### config.mk
export PLATFORM = sky130hd
export DESIGN_NAME = uut
export DESIGN_NICKNAME = d
export VERILOG_FILES = /design/src/rtl/uut_pkg.sv /design/src/rtl/uut_gray_encode.sv /design/src/rtl/uut.sv
export SDC_FILE = /design/constraint.sdc
export NUM_CORES = 1
export LEC_CHECK = 0
export CAP_MARGIN = 20
export CORE_AREA = 2 2 39 41
export CTS_BUF_LIST = sky130_fd_sc_hd__clkbuf_8
export DETAILED_ROUTE_END_ITERATION = 8
export DIE_AREA = 0 0 41 43
export GPL_TIMING_DRIVEN = 0
export SYNTH_ARGS = -nofsm -noshare
export SYNTH_HDL_FRONTEND = slang
export SYNTH_SLANG_ARGS = --single-unit
### constraint.sdc
create_clock -name clk -period 1.8 [get_ports clk]
set_input_delay 0.36 -clock clk [delete_from_list [all_inputs] [get_ports clk]]
set_output_delay 0.36 -clock clk [all_outputs]
set_load 0.01 [all_outputs]
### src/rtl/uut_pkg.sv
// Shared Gray-counter definitions.
// Default width and a reusable binary-to-Gray helper.
package uut_pkg;

    localparam int GRAY_W = 3;

    function automatic logic [GRAY_W-1:0] bin2gray(
        input logic [GRAY_W-1:0] x
    );
        return x ^ (x >> 1);
    endfunction

endpackage

### src/rtl/uut_gray_encode.sv
// Combinational binary-to-Gray encoder.
// Each output bit is the XOR of adjacent binary bits.
module gray_encode #(
    parameter int WIDTH = 3
) (
    input  logic [WIDTH-1:0] b,
    output logic [WIDTH-1:0] g
);

    always_comb begin
        g = b ^ (b >> 1);
    end

endmodule

### src/rtl/uut.sv
// Free-running Gray-code counter.
// A binary count feeds a registered Gray output.
module uut
    import uut_pkg::*;
#(
    parameter int WIDTH = GRAY_W
) (
    input  logic             clk,
    input  logic             reset,
    output logic [WIDTH-1:0] y
);

    logic [WIDTH-1:0] bin_q;
    logic [WIDTH-1:0] bin_d;
    logic [WIDTH-1:0] y_q;
    logic [WIDTH-1:0] y_d;

    always_comb begin
        bin_d = bin_q + 1'b1;
    end

    // Encode the next count so y lands on the same edge as the count.
    gray_encode #(
        .WIDTH(WIDTH)
    ) u_enc (
        .b(bin_d),
        .g(y_d)
    );

    always_ff @(posedge clk) begin
        if (!reset) begin
            bin_q <= '0;
            y_q   <= '0;
        end else begin
            bin_q <= bin_d;
            y_q   <= y_d;
        end
    end

    assign y = y_q;

endmodule

==> flow_summary.ini <==
[outcome]
outcome = finished clean

[global_route]
grt_pass1_vias = 100
grt_max_degree = 6
grt_overflow = 0
track_usage_pct = 4.221
antenna_found_initial = 0
grt_pass1_wl_um = 386

[critical_path]
end_kind = output pin
r2r_start = bin_q[0]
slowest_delay_ns = 0.52
ff2ff_setup_slack_ns = 0.59
reg2reg_depth = 3
crit_chain = buf_4 > clkdlybuf4s50_1
crit_required_ns = 1.44
cp_max_fo = 2
crit_slowest_cell = clkdlybuf4s50_1
r2r_end = y[1]
cp.arrival_ns = 1.17
critPathKind = reg2out
startpoint_type = flop

[floorplanning]
die_w_um = 41
rows = 14
io_pins = 5
die-area_um2 = 1763
core-area_um2 = 1384
die_h_um = 43
start_util_pct = 13.29

[power_and_ir_drop]
p_comb_share_pct = 13.5
seqPwrFrac_pct = 34.2
p_clk_share_pct = 52.3
p_leak_nw = 0.1240
power_mw = 0.3762
powerDensity_nw_per_um2 = 1302
switching_share_pct = 19.26
ir_worst_vdd_mv = 0.4549
p_int_mw = 0.3037
p_switching_mw = 0.07247

[clock_network]
cts_tree = built
clock-sinks = 5
clk_path_buf_depth = 2
postCtsSetupBuffers = 0
cts-buffers-inserted = 3
path_clk_slew_ns = 0.03
cts-hold-fix-buffers = 0
cts.repair.resized = 0
clkLatencyLatePin_ns = 0.22
root_buffer = clkbuf_8
htreeDepth = 1

[sta]
fmax_ghz = 0.6515
fin_crit_sh_pct = 85.27
final_hold_viol_count = 0
rsz0062_at_grt = false
finalSetupViolations = 0
whs_ns = 0.4688
fin_setup_tns_ns = 0
worst_clock_skew_ns = 0.0005406
setup_ws_ns = 0.2651
slew_headroom_pct = 87.28
report.final.slew_viol_count = 0
fin_crit_ns = 1.535
tightest_slew_ns = 0.1895

[placed_design]
dp_cells = 35
numPortBuffers = 4
dpl_cell_area_um2 = 244.0
dp_slack_ns = 0.4057
place.gp.congestion = 0.6079
dp_hpwl_um = 178.3

[logic_synthesis]
synth_cells = 15
yosys_warnings = 0
synth_nets = 18
synth_cell_types = 9
avgSynthCellArea_um2 = 12.26
ys_seq_elements = 5
syn_area_um2 = 183.9
ys_seq_area_share_pct = 54.42

[finish]
fin_area_um2 = 289.0
diodes = 0
final_util_pct = 20.89
area.growth.synth_to_final_pct = 57.14
layout.cells.non_filler = 39
nNetsFinal = 27
drive_above_1_share_pct = 26.09

[hold_path]
min_from = bin_q[0]
min_path_cells = 1
hold_end = bin_q[0]
hold_path_class = reg2reg

[detailed_routing]
vias = 111
postRouteAntennaNets = 0
remaining_drc_errors = 0
drt_first_iter_violations = 0
wire_per_inst_um = 6.231
routed_wl_um = 243
viasPerCell = 2.846
firstDrtPassIters = 1

[flow_run]
cap_violations = 0
[how the worst max path moves through the flow]
stage,start,end,cells past startpoint
global route,bin_q[2],y[2],2
finish,bin_q[2],y[2],2
floorplan,bin_q[0],y[1],3
detailed placement,reset,y[1],3
global placement,reset,y[1],3
CTS,bin_q[2],y[2],2
[power groups by stage]
| stage | Combinational (mW) | Clock, mW | Sequential (mW) |
|---|---|---|---|
| after floorplan | 0.0263 | 0 | 0.134 |
| after CTS | 0.0516 | 0.205 | 0.129 |
| after global routing | 0.0567 | 0.211 | 0.129 |
| final | 0.0507 | 0.197 | 0.129 |
| after global placement | 0.0511 | 0 | 0.130 |
| after detailed placement | 0.0513 | 0 | 0.130 |
[area by class of cell]
type,count,area (um^2)
clock buffers,3,41.29
well taps,16,20.02
clock inverters,1,3.754
repair buffers,4,40.04
multi-input cells,9,76.32
fillers,154,1095
plain buffers,1,7.507
flip-flops and latches,5,100.1
[sequential cells by signal, summed over array words and instances, names as in the netlist]
name	count
bin_q	3
y	2
[synth_stat cells, drive strengths merged]
cell type  instances  area (um^2)
and2               2        12.51
and2b              2        16.27
buf                1        7.510
dfxtp              5        100.1
ha                 1        12.51
mux2               1        11.26
nor2b              1        6.260
xnor2              2        17.52
[cells in the final DEF, fill, tap and decap left out]
| master | instances |
|---|---|
| clkdlybuf4s50_1 | 4 |
| clkbuf_8 | 3 |
| dfxtp_1 | 5 |
| xnor2_1 | 2 |
| and2b_1 | 1 |
| mux2_2 | 1 |
| inv_1 | 1 |
| nor2b_1 | 1 |
| and2b_2 | 1 |
| buf_4 | 1 |
| and2_1 | 2 |
| ha_1 | 1 |
[logic make-up (layout without fill, tap and decap cells)]
| logic type | after synthesis | count (layout) | synth area share (%) |
|---|---|---|---|
| mux | 1 | 1 | 6.122 |
| flops | 5 | 5 | 54.42 |
| buf+inv | 1 | 9 | 4.083 |
| xor+xnor | 2 | 2 | 9.526 |
| simple gates | 5 | 5 | 19.05 |
| fa+ha+maj | 1 | 1 | 6.802 |
[critical path: cells and delay by family, from the launching register on]
family	cells	cell delay, ns
buffers and inverters	2	0.63
flip-flops	1	0.33
[per-layer routing]
metal | up-vias | global-route usage [%] | share of wire (%)
met5 | - | 0 | 0
met4 | 0 | 0 | 0
met3 | 0 | 9.424 | 20
met2 | 7 | 3.438 | 28
met1 | 42 | 4.194 | 52
li1 | 62 | - | -
Power figures use the tool's default switching activity.
